==> src/rtl/exc_ctrl.sv <==
// Exception/return controller beside the WISC decode stage: EPC save, PC redirect + flush, drain hold.
// Define EXC_ILLEGAL_TRAP_EN to trap illegal opcodes to HANDLER_ADDR; otherwise an illegal opcode halts.
module exc_ctrl #(
    parameter logic [15:0] HANDLER_ADDR = 16'h0002,
    parameter int unsigned DRAIN_CYCLES = 2
) (
    input  logic        clk,
    input  logic        rst_n,
    input  logic        valid,
    input  logic        stall,
    input  logic        siic,
    input  logic        rti,
    input  logic        err,
    input  logic        halt,
    input  logic [15:0] pc_plus2,
    output logic        redirect,
    output logic [15:0] redirect_pc,
    output logic        flush,
    output logic        fetch_hold,
    output logic [15:0] epc,
    output logic [1:0]  ecause,
    output logic        in_handler,
    output logic        halted
);

    localparam int unsigned PC_W  = 16;
    localparam int unsigned CNT_W = 3;
    localparam logic [CNT_W-1:0] DRAIN_LOAD = CNT_W'(DRAIN_CYCLES);
    localparam logic [1:0] CAUSE_NONE = 2'b00;
    localparam logic [1:0] CAUSE_SIIC = 2'b01;
    localparam logic [1:0] CAUSE_ILL  = 2'b10;

    typedef enum logic [2:0] {
        S_IDLE    = 3'd0,
        S_REDIR   = 3'd1,
        S_DRAIN   = 3'd2,
        S_HANDLER = 3'd3,
        S_HALT    = 3'd4
    } state_e;

    state_e            state_q, state_d;
    logic              ret_hdl_q, ret_hdl_d;
    logic [CNT_W-1:0]  cnt_q, cnt_d;
    logic [PC_W-1:0]   epc_q, epc_d;
    logic [1:0]        ecause_q, ecause_d;
    logic [PC_W-1:0]   rpc_q, rpc_d;
    logic              redirect_q, redirect_d;
    logic              flush_q, flush_d;
    logic              fetch_hold_q, fetch_hold_d;
    logic              in_handler_q, in_handler_d;
    logic              halted_q, halted_d;
    logic              accept;

    // Next-state, saved context and registered outputs derived from the next state.
    always_comb begin
        state_d   = state_q;
        ret_hdl_d = ret_hdl_q;
        cnt_d     = cnt_q;
        epc_d     = epc_q;
        ecause_d  = ecause_q;
        rpc_d     = rpc_q;
        accept    = valid && !stall && (state_q == S_IDLE || state_q == S_HANDLER);

        case (state_q)
            S_IDLE, S_HANDLER: begin
                if (accept) begin
                    if (halt) begin
                        state_d = S_HALT;
                    end else if (err) begin
`ifdef EXC_ILLEGAL_TRAP_EN
                        if (state_q == S_IDLE) begin
                            state_d   = S_REDIR;
                            epc_d     = pc_plus2;
                            ecause_d  = CAUSE_ILL;
                            rpc_d     = HANDLER_ADDR;
                            ret_hdl_d = 1'b1;
                        end else begin
                            state_d = S_HALT;
                        end
`else
                        state_d  = S_HALT;
                        ecause_d = CAUSE_ILL;
`endif
                    end else if (siic) begin
                        // A trap taken inside the handler would clobber EPC, so it halts instead.
                        if (state_q == S_IDLE) begin
                            state_d   = S_REDIR;
                            epc_d     = pc_plus2;
                            ecause_d  = CAUSE_SIIC;
                            rpc_d     = HANDLER_ADDR;
                            ret_hdl_d = 1'b1;
                        end else begin
                            state_d = S_HALT;
                        end
                    end else if (rti) begin
                        state_d   = S_REDIR;
                        rpc_d     = epc_q;
                        ret_hdl_d = 1'b0;
                    end
                end
            end
            S_REDIR: begin
                state_d = S_DRAIN;
                cnt_d   = DRAIN_LOAD;
            end
            S_DRAIN: begin
                if (cnt_q <= CNT_W'(1)) begin
                    state_d = ret_hdl_q ? S_HANDLER : S_IDLE;
                    cnt_d   = '0;
                    if (!ret_hdl_q) begin
                        ecause_d = CAUSE_NONE;
                    end
                end else begin
                    cnt_d = cnt_q - CNT_W'(1);
                end
            end
            S_HALT: begin
                state_d = S_HALT;
            end
            default: begin
                state_d = S_IDLE;
            end
        endcase

        redirect_d   = (state_d == S_REDIR);
        flush_d      = (state_d == S_REDIR);
        fetch_hold_d = (state_d == S_DRAIN) || (state_d == S_HALT);
        in_handler_d = (state_d == S_HANDLER) ||
                       (((state_d == S_REDIR) || (state_d == S_DRAIN)) && ret_hdl_d);
        halted_d     = (state_d == S_HALT);
    end

    always_ff @(posedge clk or negedge rst_n) begin
        if (!rst_n) begin
            state_q      <= S_IDLE;
            ret_hdl_q    <= 1'b0;
            cnt_q        <= '0;
            epc_q        <= '0;
            ecause_q     <= CAUSE_NONE;
            rpc_q        <= '0;
            redirect_q   <= 1'b0;
            flush_q      <= 1'b0;
            fetch_hold_q <= 1'b0;
            in_handler_q <= 1'b0;
            halted_q     <= 1'b0;
        end else begin
            state_q      <= state_d;
            ret_hdl_q    <= ret_hdl_d;
            cnt_q        <= cnt_d;
            epc_q        <= epc_d;
            ecause_q     <= ecause_d;
            rpc_q        <= rpc_d;
            redirect_q   <= redirect_d;
            flush_q      <= flush_d;
            fetch_hold_q <= fetch_hold_d;
            in_handler_q <= in_handler_d;
            halted_q     <= halted_d;
        end
    end

    assign redirect    = redirect_q;
    assign redirect_pc = rpc_q;
    assign flush       = flush_q;
    assign fetch_hold  = fetch_hold_q;
    assign epc         = epc_q;
    assign ecause      = ecause_q;
    assign in_handler  = in_handler_q;
    assign halted      = halted_q;

endmodule

==> config.mk <==
export PLATFORM = sky130hd
export DESIGN_NAME = exc_ctrl
export DESIGN_NICKNAME = d
export VERILOG_FILES = /design/src/rtl/exc_ctrl.sv
export SDC_FILE = /design/constraint.sdc
export NUM_CORES = 1
export LEC_CHECK = 0
export BUFFER_PORTS_ARGS = -buffer_cell sky130_fd_sc_hd__buf_2
export CORE_UTILIZATION = 30
export DETAILED_ROUTE_END_ITERATION = 10
export GPL_ROUTABILITY_DRIVEN = 0
export SYNTH_ARGS = -nofsm -noshare
export SYNTH_HDL_FRONTEND = slang
export SYNTH_SLANG_ARGS = --single-unit
==> constraint.sdc <==
create_clock -name clk -period 2.6 [get_ports clk]
set_input_delay 0.39 -clock clk [delete_from_list [all_inputs] [get_ports clk]]
set_output_delay 0.39 -clock clk [all_outputs]
set_load 0.05 [all_outputs]
==> out/qor.tcl <==
set qor(total_switching_power_mw) 1.33
set qor(numPlacedInstances) 289
set qor(rr_worst_depth) 5
set qor(finClkSkew_ns) 0.00960
set qor(max_freq_ghz) 0.493
set qor(hold_viol_final) 0
set qor(hpwlAfterDp_microns) 2910
set qor(num_antenna_cells) 0
set qor(syn_area_per_cell_sq_um) 13.1
set qor(share_seq_of_total_power_pct) 37.6
set qor(drc_violations_left) 6
set qor(grt_antenna_before_repair) 0
set qor(worst_skew_pair.late_latency_ns) 0.29
set qor(p_clk_share_pct) 17.0
set qor(failed_checks) {DRC}
set qor(p_sw_share_pct) 45.7
set qor(first_iter_violations) 89
set qor(floorplan.core_area_sq_mm) 0.00649
set qor(placement_rows) 29
set qor(finalCritPeriodShare_pct) 78.0
set qor(synth_ff_type) {sky130_fd_sc_hd__dfrtp_1}
set qor(r2r-end) {redirect_pc[8]}
set qor(cts_tree) {built}
set qor(syn_area_sq_mm) 0.00205
set qor(finish.cell_count_without_fillers) 296
set qor(clock_transition_at_path_regs_ns) 0.08
set qor(drt_wl_total_microns) 4070
set qor(die_w_microns) 84.8
set qor(slew_headroom_pct) 64.3
set qor(timing.setup.critical_path_class) {flip-flop to flip-flop}
set qor(hold_class) {input pin to async pin}
set qor(warning_count_from_the_yosys_run) 0
set qor(fraction_of_registers_with_async_set_or_reset_after_synthesis_pct) 100
set qor(ant_nets_after_route) 0
set qor(total_grt_usage_pct) 12.0
set qor(root_buffer) {sky130_fd_sc_hd__clkbuf_8}
set qor(vias_in_the_first_global_route) 1362
set qor(p_leak_nw) 1.33
set qor(areaGrowthSynthToFinish_pct) 22.1
set qor(grt_first_pass_wirelength_microns) 6690
set qor(critical_path.max_fanout) 17
set qor(max_cap_viol_count) 0
set qor(synth.largest_area_cell) {sky130_fd_sc_hd__dfrtp_1}
set qor(post_synthesis_cell_count) 157
set qor(chipHeight_microns) 84.8
set qor(worstPathRequired_ns) 2.82
set qor(synth-edff-count) 0
set qor(i_o_pins) 63
set qor(post_synth_num_cell_types) 44
set qor(post_cts_resize_count) 0
set qor(setup_viol) 0
set qor(worst_r2r_startpoint) {state_q[2]}
set qor(via_count) 1408
set qor(finalWorstPathRequiredPeriod_ns) 2.03
set qor(detailedRoute.firstPassIterationCount) 8
set qor(synth.area.top_cells) {sky130_fd_sc_hd__dfrtp_1 (55%), sky130_fd_sc_hd__a22o_1 (7.7%), sky130_fd_sc_hd__mux2_4 (6.6%)}
set qor(critical_path_sink_type) {flip-flop}
set qor(vias_per_cell) 4.76
set qor(design.die.area_sq_mm) 0.00718
set qor(total_chip_power_mw) 2.92
set qor(nets) 245
set qor(rsz0062_at_grt) {no}
set qor(final_util_pct) 38.6
set qor(tritoncts.num_buffers) 5
set qor(power_frac_comb_pct) 45.3
set qor(internal-power_mw) 1.58
set qor(fin_setup_tns_ns) 0
set qor(cts.hold.buffers_added) 0
set qor(postSynthRegisterBits) 45
set qor(syn-num-nets) 183
set qor(clock_path_buffers) 2
set qor(yosysSeqAreaShare_pct) 54.8
set qor(critPathArrivalTime_ns) 2.25
set qor(wl_per_cell_microns) 13.7
set qor(grt_max_degree) 25
set qor(floorplan.initialDensity_pct) 31.6
set qor(yosysMostFrequentCell) {sky130_fd_sc_hd__dfrtp_1}
set qor(startpoint_type) {flip-flop}
set qor(post-cts-setup-buffers) 0
set qor(io_buffer_count) 62
set qor(fillCellCount) 631
set qor(max_slew.worst_pin.slew_ns) 0.533
set qor(holdWs_ns) 0.0693
set qor(outcome) {finished, violations left}
set qor(yosys-top-cells-count) {sky130_fd_sc_hd__dfrtp_1 (45), sky130_fd_sc_hd__a22o_1 (18), sky130_fd_sc_hd__nor2_1 (10)}
set qor(final_max_slew_viol_count) 0
set qor(clock-sinks) 45
set qor(max-vdd-ir-drop_mv) 0.707
set qor(fraction_of_layout_instances_using_a_drive_strength_above_1_pct) 45.2
set qor(post-synth-top-area-fraction_pct) 54.8
set qor(globalRoute.totalOverflow) 0
set qor(power_density_mw_per_mm2) 1160
set qor(r2r_slack_ns) 0.57
set qor(cts_max_level) 2
-- flip-flops by register name, indices dropped and copies added, names as in the netlist --
register	cells
halted	1
flush	1
fetch_hold	1
epc	16
cnt_q	3
redirect_pc	16
ret_hdl_q	1
in_handler	1
ecause	2
state_q	3
-- power by group through the flow --
stage               combinational [mW]  clock, mW  sequential, mW
finish                            1.32      0.497            1.10
global placement                  1.32          0            1.12
global route                      1.39      0.541            1.14
detailed placement                1.33          0            1.12
CTS                               1.33      0.519            1.10
floorplan                        0.351          0            1.78
-- worst max-delay path, stage by stage, from the launching register on --
cell,delay [ns]
sky130_fd_sc_hd__dfrtp_1,0.66
sky130_fd_sc_hd__nand2b_1,0.24
sky130_fd_sc_hd__nor3_1,0.09
sky130_fd_sc_hd__a22o_1,0.31
sky130_fd_sc_hd__o211ai_4,0.46
sky130_fd_sc_hd__a22o_1,0.21
-- layout make-up --
cell class                 instances  area, sq um  area share (%)
inverter                           6         22.5           0.898
tap                               77         96.3            3.84
timing repair buffer              64          325            13.0
clock inverter                     2         35.0            1.40
sequential                        45         1130            44.9
clock buffer                       5         68.8            2.74
multi-input combinational         97          835            33.3
-- worst max-delay path by stage --
stage               startpoint               to  slack (ns)
floorplan             cnt_q[1]   redirect_pc[0]        0.86
finish              state_q[2]   redirect_pc[8]        0.57
CTS                 state_q[2]   redirect_pc[8]        0.51
global route        state_q[2]   redirect_pc[0]        0.40
detailed placement  state_q[2]   redirect_pc[6]        0.56
global placement    state_q[2]  redirect_pc[10]        0.62
-- through the flow --
stage                     area, sq um  setup slack [ns]
after global placement           2400             0.622
after floorplan                  2050             0.862
after global routing             2510             0.405
after CTS                        2510             0.514
after detailed placement         2400             0.559
final                            2510             0.573
-- logic make-up (layout without fill, tap and decap cells) --
group                    after synthesis  in the layout  share of synthesized area (%)
flip-flops                            45             45                           54.8
AO/OA/AOI/OAI                         41             41                           17.5
AND/OR/NAND/NOR                       36             36                           10.5
multiplexers                          16             16                           10.4
buffers and inverters                 15             77                           4.57
adder cells (fa/ha/maj)                3              3                           1.77
XOR/XNOR                               1              1                          0.426
-- layout by cell type, fill, tap and decap left out, types with 2 or more instances in the layout --
master	synthesis	final
sky130_fd_sc_hd__a21o_1	2	2
sky130_fd_sc_hd__a21oi_1	3	3
sky130_fd_sc_hd__a21oi_2	2	2
sky130_fd_sc_hd__a22o_1	18	18
sky130_fd_sc_hd__buf_2	3	62
sky130_fd_sc_hd__buf_4	3	2
sky130_fd_sc_hd__clkbuf_8	0	5
sky130_fd_sc_hd__dfrtp_1	45	45
sky130_fd_sc_hd__ha_1	2	2
sky130_fd_sc_hd__inv_1	5	5
sky130_fd_sc_hd__mux2_2	7	7
sky130_fd_sc_hd__mux2_4	9	9
sky130_fd_sc_hd__nand2_1	7	7
sky130_fd_sc_hd__nand2b_1	2	2
sky130_fd_sc_hd__nand3_1	2	2
sky130_fd_sc_hd__nor2_1	10	10
sky130_fd_sc_hd__nor2b_1	2	2
sky130_fd_sc_hd__nor3_1	2	2
sky130_fd_sc_hd__nor4_1	2	2
sky130_fd_sc_hd__o21ai_0	2	2
sky130_fd_sc_hd__o21ai_1	2	2
sky130_fd_sc_hd__o22a_1	2	2
-- metal layers --
layer | vias up | routed length [microns] | global-route usage [%]
met4 | 0 | 32 | 3.24
met3 | 5 | 205 | 3.15
met1 | 674 | 1970 | 16.4
met5 | - | 0 | 0
met2 | 39 | 1860 | 19.0
li1 | 690 | - | -
Power figures use the tool's default switching activity.
